**src/rtl/ball_pkg.sv**
```systemverilog
// Shared types and constants for the pong ball-position engine.
// Imported by the motion FSM and its step prescaler.
package ball_pkg;

    typedef enum logic [1:0] {
        IDLE = 2'd0,
        MOVE = 2'd1,
        OUT  = 2'd2
    } ball_state_t;

    localparam logic DIR_POS = 1'b1;
    localparam logic DIR_NEG = 1'b0;

endpackage : ball_pkg

```
**src/rtl/ball_motion_tick_prescaler.sv**
```systemverilog
// Movement-step strobe generator: counts 0..DIV-1 while enabled and
// raises tick during the cycle whose edge wraps the count back to 0.
module tick_prescaler #(
    parameter int DIV = 4
) (
    input  logic clk,
    input  logic reset,
    input  logic en,
    output logic tick
);

    localparam int CW = (DIV > 1) ? $clog2(DIV) : 1;
    localparam logic [CW-1:0] LAST = CW'(DIV - 1);

    logic [CW-1:0] count_r;

    assign tick = en && (count_r == LAST);

    // Phase counter; frozen whenever the enable is low.
    always_ff @(posedge clk) begin
        if (!reset) begin
            count_r <= '0;
        end else if (en) begin
            if (count_r == LAST) begin
                count_r <= '0;
            end else begin
                count_r <= count_r + CW'(1);
            end
        end else begin
            count_r <= count_r;
        end
    end

endmodule : tick_prescaler

```
**src/rtl/ball_motion.sv**
```systemverilog
// Ball-position engine: serve handshake, per-axis speed, prescaled stepping,
// top/bottom wall clamp-reflect, paddle X reflection and left/right miss pulses.
module ball_motion
    import ball_pkg::*;
#(
    parameter int X_W      = 10,
    parameter int Y_W      = 10,
    parameter int SPD_W    = 3,
    parameter int X_MIN    = 0,
    parameter int X_MAX    = 639,
    parameter int Y_MIN    = 0,
    parameter int Y_MAX    = 479,
    parameter int TICK_DIV = 4
) (
    input  logic             clk,
    input  logic             reset,
    input  logic             pause,
    input  logic             serve,
    output logic             serve_ack,
    input  logic             serve_xdir,
    input  logic             serve_ydir,
    input  logic [X_W-1:0]   x_initial,
    input  logic [Y_W-1:0]   y_initial,
    input  logic [SPD_W-1:0] x_speed,
    input  logic [SPD_W-1:0] y_speed,
    input  logic             bounce_x,
    output logic [X_W-1:0]   x_pos,
    output logic [Y_W-1:0]   y_pos,
    output logic             x_dir,
    output logic             y_dir,
    output logic             moving,
    output logic             miss_left,
    output logic             miss_right
);

    localparam logic [X_W-1:0] X_MIN_P = X_W'(X_MIN);
    localparam logic [X_W-1:0] X_MAX_P = X_W'(X_MAX);
    localparam logic [Y_W-1:0] Y_MIN_P = Y_W'(Y_MIN);
    localparam logic [Y_W-1:0] Y_MAX_P = Y_W'(Y_MAX);
    localparam logic [X_W:0]   X_MIN_E = (X_W + 1)'(X_MIN);
    localparam logic [X_W:0]   X_MAX_E = (X_W + 1)'(X_MAX);
    localparam logic [Y_W:0]   Y_MIN_E = (Y_W + 1)'(Y_MIN);
    localparam logic [Y_W:0]   Y_MAX_E = (Y_W + 1)'(Y_MAX);

    ball_state_t      state_r;
    logic [SPD_W-1:0] x_spd_r;
    logic [SPD_W-1:0] y_spd_r;

    logic             presc_reset_s;
    logic             presc_en_s;
    logic             step_s;

    logic             xdir_eff_s;
    logic [X_W:0]     x_ext_s;
    logic [X_W:0]     x_spd_ext_s;
    logic [X_W:0]     nx_s;
    logic             x_under_s;
    logic             x_over_s;

    logic [Y_W:0]     y_ext_s;
    logic [Y_W:0]     y_spd_ext_s;
    logic [Y_W:0]     ny_s;
    logic             y_under_s;
    logic             y_over_s;

    // Holding the prescaler in reset outside MOVE guarantees it starts at 0 after a serve.
    assign presc_reset_s = reset && (state_r == MOVE);
    assign presc_en_s    = (state_r == MOVE) && !pause;

    tick_prescaler #(
        .DIV (TICK_DIV)
    ) u_prescaler (
        .clk   (clk),
        .reset (presc_reset_s),
        .en    (presc_en_s),
        .tick  (step_s)
    );

    assign moving = (state_r == MOVE);

    // X-axis candidate position in one extra bit so a step below zero is caught, not wrapped.
    always_comb begin
        xdir_eff_s  = x_dir ^ bounce_x;
        x_ext_s     = {1'b0, x_pos};
        x_spd_ext_s = {{(X_W + 1 - SPD_W){1'b0}}, x_spd_r};
        if (xdir_eff_s == DIR_POS) begin
            nx_s      = x_ext_s + x_spd_ext_s;
            x_under_s = 1'b0;
            x_over_s  = (nx_s > X_MAX_E);
        end else begin
            nx_s      = x_ext_s - x_spd_ext_s;
            x_under_s = (x_ext_s < (X_MIN_E + x_spd_ext_s));
            x_over_s  = 1'b0;
        end
    end

    // Y-axis candidate position, same extra-bit treatment as X.
    always_comb begin
        y_ext_s     = {1'b0, y_pos};
        y_spd_ext_s = {{(Y_W + 1 - SPD_W){1'b0}}, y_spd_r};
        if (y_dir == DIR_POS) begin
            ny_s      = y_ext_s + y_spd_ext_s;
            y_under_s = 1'b0;
            y_over_s  = (ny_s > Y_MAX_E);
        end else begin
            ny_s      = y_ext_s - y_spd_ext_s;
            y_under_s = (y_ext_s < (Y_MIN_E + y_spd_ext_s));
            y_over_s  = 1'b0;
        end
    end

    // Motion FSM and position/direction registers.
    always_ff @(posedge clk) begin
        if (!reset) begin
            state_r    <= IDLE;
            x_pos      <= x_initial;
            y_pos      <= y_initial;
            x_dir      <= DIR_NEG;
            y_dir      <= DIR_NEG;
            x_spd_r    <= '0;
            y_spd_r    <= '0;
            serve_ack  <= 1'b0;
            miss_left  <= 1'b0;
            miss_right <= 1'b0;
        end else begin
            serve_ack  <= 1'b0;
            miss_left  <= 1'b0;
            miss_right <= 1'b0;
            case (state_r)
                IDLE: begin
                    x_pos <= x_initial;
                    y_pos <= y_initial;
                    if (serve && !pause) begin
                        serve_ack <= 1'b1;
                        x_dir     <= serve_xdir;
                        y_dir     <= serve_ydir;
                        x_spd_r   <= x_speed;
                        y_spd_r   <= y_speed;
                        state_r   <= MOVE;
                    end else begin
                        state_r   <= IDLE;
                    end
                end
                MOVE: begin
                    if (step_s) begin
                        x_dir <= xdir_eff_s;
                        if (x_under_s) begin
                            x_pos     <= X_MIN_P;
                            miss_left <= 1'b1;
                            state_r   <= OUT;
                        end else if (x_over_s) begin
                            x_pos      <= X_MAX_P;
                            miss_right <= 1'b1;
                            state_r    <= OUT;
                        end else begin
                            x_pos <= nx_s[X_W-1:0];
                        end
                        // Wall hits clamp onto the wall and flip direction; no overshoot fold.
                        if (y_under_s) begin
                            y_pos <= Y_MIN_P;
                            y_dir <= DIR_POS;
                        end else if (y_over_s) begin
                            y_pos <= Y_MAX_P;
                            y_dir <= DIR_NEG;
                        end else begin
                            y_pos <= ny_s[Y_W-1:0];
                        end
                    end else begin
                        state_r <= MOVE;
                    end
                end
                OUT: begin
                    x_pos   <= x_initial;
                    y_pos   <= y_initial;
                    state_r <= IDLE;
                end
                default: begin
                    state_r <= IDLE;
                end
            endcase
        end
    end

endmodule : ball_motion

```
**config.mk**
```make
export PLATFORM = sky130hd
export DESIGN_NAME = ball_motion
export DESIGN_NICKNAME = d
export VERILOG_FILES = /design/src/rtl/ball_pkg.sv /design/src/rtl/ball_motion_tick_prescaler.sv /design/src/rtl/ball_motion.sv
export SDC_FILE = /design/constraint.sdc
export NUM_CORES = 1
export LEC_CHECK = 0
export ABC_AREA = 1
export BUFFER_PORTS_ARGS = -buffer_cell sky130_fd_sc_hd__buf_2
export CORE_MARGIN = 1.5
export CORE_UTILIZATION = 45
export CTS_BUF_LIST = sky130_fd_sc_hd__clkbuf_8 sky130_fd_sc_hd__clkbuf_16
export DETAILED_ROUTE_END_ITERATION = 7
export GPL_ROUTABILITY_DRIVEN = 0
export PLACE_DENSITY = 0.66
export SLEW_MARGIN = 20
export SYNTH_ARGS = -nofsm -noshare
export SYNTH_HDL_FRONTEND = slang
export SYNTH_SLANG_ARGS = --single-unit
```
**constraint.sdc**
```tcl
create_clock -name clk -period 2.9 [get_ports clk]
set_clock_uncertainty 0.2 [all_clocks]
set_input_delay 0.58 -clock clk [delete_from_list [all_inputs] [get_ports clk]]
set_output_delay 0.58 -clock clk [all_outputs]
set_load 0.02 [all_outputs]
```
==> reports/results.md <==
* 21.6% — GRT Overall Usage
* 6490 µm² — die area
* 597 — Filler Cells Inserted
* 16 — pin count of the biggest net entering global routing
* flip-flop — kind of end point of the critical path
* 0 — total of hold buffers inserted after clock tree synthesis
* 28 — Placement Rows
* 35 — post-synthesis register bit count
* 0 — DRC violations left
* 0.00153 W — sum of internal, switching and leakage power
* 0.284 ns — smallest setup slack after layout
* 0.271 ns — worst setup timing slack at the placement stage
* 5850 µm² — total core area
* 1.65 nW — Leak Pwr
* 2.75 ns — critical path data required time
* 0% — asr flop ratio synth
* 59 — io pins
* 2 — buffer levels on the longest clock path
* 2426 — vias in the first global route
* flip-flop — kind of start point of the critical path
* 46.3% — Initial Utilization
* sky130_fd_sc_hd__clkbuf_8 — clock root buffer
* 58 — count of buffers inserted at the top-level ports
* 4960 µm — sum of net half-perimeters after detailed placement
* 2.47 ns — arrival time of data at the critical path endpoint
* false — setup repair after global routing missed its margin
* 2676 — number of vias after detailed routing
* 518 — cell count after placement
* 5 — number of buffers inserted during clock tree synthesis
* 0 — cells resized by post-CTS repair
* sky130_fd_sc_hd__edfxtp_1 — area leader, netlist
* 80.6 µm — width of the die
* 35 — clock tree sinks
* 65.0% — worst slew margin relative to its limit
* 80.6 µm — vertical extent of the die
* 10900 µm — global-route wire length before repair
* 2 — number of H-tree branching levels
* 0.08 ns — Clk pin slew, worst setup/hold paths
* 0 — total congestion overflow after global routing
* reg2reg — HP Class
* 2710 µm² — Netlist Area Pre-Place
* 97 — DRT iter0 DRCs
* 0 — number of endpoints with negative hold slack in the final report
* 0 — number of antenna violations at the first check in global routing
* 12.6 µm — per-cell routed wire length
* 6610 µm — final routed wirelength across all metal layers
* 479 nW/µm² — power density cells
* 0 — warning count from the yosys run
* 20.4% — share of cells above drive strength 1
* yes — clock tree from TritonCTS
* 5 — detailed-router iteration count before antenna repair
* 0 — Detail Route Antenna Nets
* 382 MHz — FMAX
* 5.09 — via/cell ratio
* 20 — count of flip-flops with a built-in enable after synthesis
* 22.2% — area fraction of the dominant cell type after synthesis
* 0 — Setup violations, final
* 0 — total count of max-transition violations in the final report
* 36 — post-synth cell types
* 18.3% — Layout Area Growth over Synthesis
* sky130_fd_sc_hd__edfxtp_1 — Top FF cell, synth
* 0 — Post-CTS Setup Repair Bufs
* 10 — peak fanout along the critical path
* 6.94 µm² — post-synthesis area per instance
* 0 — maxcap violations
* 526 — Layout Cells excl Fill
* 0.260 ns — Worst Hold Slack
* reg2reg — Crit Path Category
* 500 — number of nets in the layout
* 390 — Gate Count Post-Synth
* 0 ns — Setup TNS Final
* sky130_fd_sc_hd__edfxtp_1, sky130_fd_sc_hd__nand2_1, sky130_fd_sc_hd__dfxtp_1, sky130_fd_sc_hd__ha_1, sky130_fd_sc_hd__nand3_1 — top cells by area in the synthesized netlist
* 90.2% — post-route fraction of the period consumed by the critical path
* 2.62 ns — Final Critical Period
* 440 — Post-Synthesis Net Count
* 232 µV — largest vdd supply drop
* 0.29 ns — worst skew pair latency
* 0 — ant diodes
* 0.524 ns — Slew @ Worst Pin
* 33.3% — sequential area share after synthesis
* completed — status
-- per-layer routing --
layer / vias to the layer above / GRT usage (%) / part of all wire, %
met4: 0 / 6.38 / 1.3
met2: 85 / 38.2 / 51
met5: - / 0 / 0
met3: 8 / 3.75 / 4.9
li1: 1378 / - / -
met1: 1205 / 26.6 / 43
-- cells by family after synthesis --
group                    Yosys count  synth area share, %
AO/OA/AOI/OAI                     47                 9.80
XOR/XNOR                          11                 3.84
adder cells (fa/ha/maj)           17                 8.97
buffers and inverters             52                 7.54
flip-flops                        35                 33.3
multiplexers                       1                0.370
AND/OR/NAND/NOR                  227                 36.2
-- worst max-delay path: stages (launching register included) --
cell                       delay, ns
sky130_fd_sc_hd__edfxtp_1       0.38
sky130_fd_sc_hd__ha_1           0.23
sky130_fd_sc_hd__inv_1          0.07
sky130_fd_sc_hd__fa_1           0.41
sky130_fd_sc_hd__nand3b_1       0.18
sky130_fd_sc_hd__nand2_1        0.14
sky130_fd_sc_hd__nand3_1        0.08
sky130_fd_sc_hd__nand2_1        0.10
sky130_fd_sc_hd__nand2_1        0.07
sky130_fd_sc_hd__nand3_2        0.06
sky130_fd_sc_hd__nand2_2        0.06
sky130_fd_sc_hd__nand2_4        0.13
sky130_fd_sc_hd__inv_2          0.07
sky130_fd_sc_hd__o21ai_0        0.15
sky130_fd_sc_hd__nand2_1        0.06
-- registers in the layout, summed over array words and instances (netlist names) --
| signal | cells |
|---|---|
| serve_ack | 1 |
| x_spd_r | 3 |
| x_pos | 10 |
| y_pos | 10 |
| miss_left | 1 |
| x_dir | 1 |
| u_prescaler.count_r | 2 |
| miss_right | 1 |
| y_spd_r | 3 |
| state_r | 2 |
| y_dir | 1 |
-- power breakdown --
group | internal [W] | total, W | switching (W)
clock | 0.000271 | 0.000466 | 0.000195
sequential | 0.000572 | 0.000627 | 0.0000558
combinational | 0.000162 | 0.000441 | 0.000279
-- metrics by stage --
step	util (%)	instance area, µm²
floorplan	-	2710
global placement	52.6	3080
detailed placement	52.6	3080
CTS	54.7	3200
global route	54.7	3200
finish	54.7	3200
-- cells in the final DEF, fill, tap and decap left out --
| cell | count |
|---|---|
| sky130_fd_sc_hd__xor2_1 | 8 |
| sky130_fd_sc_hd__clkbuf_16 | 2 |
| sky130_fd_sc_hd__nand2_1 | 139 |
| sky130_fd_sc_hd__a31oi_2 | 1 |
| sky130_fd_sc_hd__clkbuf_8 | 5 |
| sky130_fd_sc_hd__or2_2 | 3 |
| sky130_fd_sc_hd__a311oi_1 | 1 |
| sky130_fd_sc_hd__inv_1 | 39 |
| sky130_fd_sc_hd__xor2_2 | 1 |
| sky130_fd_sc_hd__fa_1 | 4 |
| sky130_fd_sc_hd__nor3_1 | 3 |
| sky130_fd_sc_hd__nor2_2 | 2 |
| sky130_fd_sc_hd__ha_1 | 13 |
| sky130_fd_sc_hd__inv_2 | 5 |
| sky130_fd_sc_hd__o21ai_1 | 4 |
| sky130_fd_sc_hd__nor2_4 | 1 |
| sky130_fd_sc_hd__nand2_4 | 2 |
| sky130_fd_sc_hd__nand3b_1 | 1 |
| sky130_fd_sc_hd__o21ai_0 | 20 |
| sky130_fd_sc_hd__o22ai_1 | 1 |
| sky130_fd_sc_hd__nor3_4 | 1 |
| sky130_fd_sc_hd__xnor2_1 | 2 |
| sky130_fd_sc_hd__nand3_2 | 1 |
| sky130_fd_sc_hd__nand3_1 | 31 |
| sky130_fd_sc_hd__buf_2 | 58 |
| sky130_fd_sc_hd__buf_4 | 4 |
| sky130_fd_sc_hd__o21ai_2 | 2 |
| sky130_fd_sc_hd__o21bai_1 | 1 |
| sky130_fd_sc_hd__dfxtp_1 | 15 |
| sky130_fd_sc_hd__mux2i_1 | 1 |
| sky130_fd_sc_hd__a21oi_1 | 14 |
| sky130_fd_sc_hd__nand4_1 | 7 |
| sky130_fd_sc_hd__a31oi_1 | 2 |
| sky130_fd_sc_hd__edfxtp_1 | 20 |
| sky130_fd_sc_hd__nand2_2 | 4 |
| sky130_fd_sc_hd__nor2_1 | 32 |
| sky130_fd_sc_hd__o211a_1 | 1 |
-- cell type report --
| cell class | instances | area (µm²) | area share [%] |
|---|---|---|---|
| Clock buffer | 7 | 119 | 3.71 |
| Sequential cell | 35 | 901 | 28.1 |
| Clock inverter | 1 | 3.75 | 0.117 |
| Timing Repair Buffer | 62 | 320 | 10.0 |
| Inverter | 43 | 161 | 5.04 |
| Tap cell | 75 | 93.8 | 2.93 |
| Multi-Input combinational cell | 303 | 1600 | 50.0 |
-- cell usage after synthesis (2+ instances only) --
cell	count
sky130_fd_sc_hd__nand2_1	139
sky130_fd_sc_hd__inv_1	38
sky130_fd_sc_hd__nor2_1	32
sky130_fd_sc_hd__nand3_1	31
sky130_fd_sc_hd__edfxtp_1	20
sky130_fd_sc_hd__o21ai_0	20
sky130_fd_sc_hd__dfxtp_1	15
sky130_fd_sc_hd__a21oi_1	14
sky130_fd_sc_hd__ha_1	13
sky130_fd_sc_hd__xor2_1	8
sky130_fd_sc_hd__nand4_1	7
sky130_fd_sc_hd__inv_2	5
sky130_fd_sc_hd__buf_2	4
sky130_fd_sc_hd__clkbuf_1	4
sky130_fd_sc_hd__fa_1	4
sky130_fd_sc_hd__nand2_2	4
sky130_fd_sc_hd__o21ai_1	4
sky130_fd_sc_hd__nor3_1	3
sky130_fd_sc_hd__or2_2	3
sky130_fd_sc_hd__a31oi_1	2
sky130_fd_sc_hd__nand2_4	2
sky130_fd_sc_hd__nor2_2	2
sky130_fd_sc_hd__o21ai_2	2
sky130_fd_sc_hd__xnor2_1	2
-- worst paths after layout --
kind	startpoint	end	slack (ns)	depth (start not counted)
worst max register to register	x_pos[0]	x_pos[4]	0.28	14
worst max-delay path	x_pos[0]	x_pos[4]	0.28	14
worst min register to register	u_prescaler.count_r[1]	u_prescaler.count_r[1]	0.26	2
worst min-delay path	u_prescaler.count_r[1]	u_prescaler.count_r[1]	0.26	2
No activity file was read; power rests on OpenSTA's default activity.
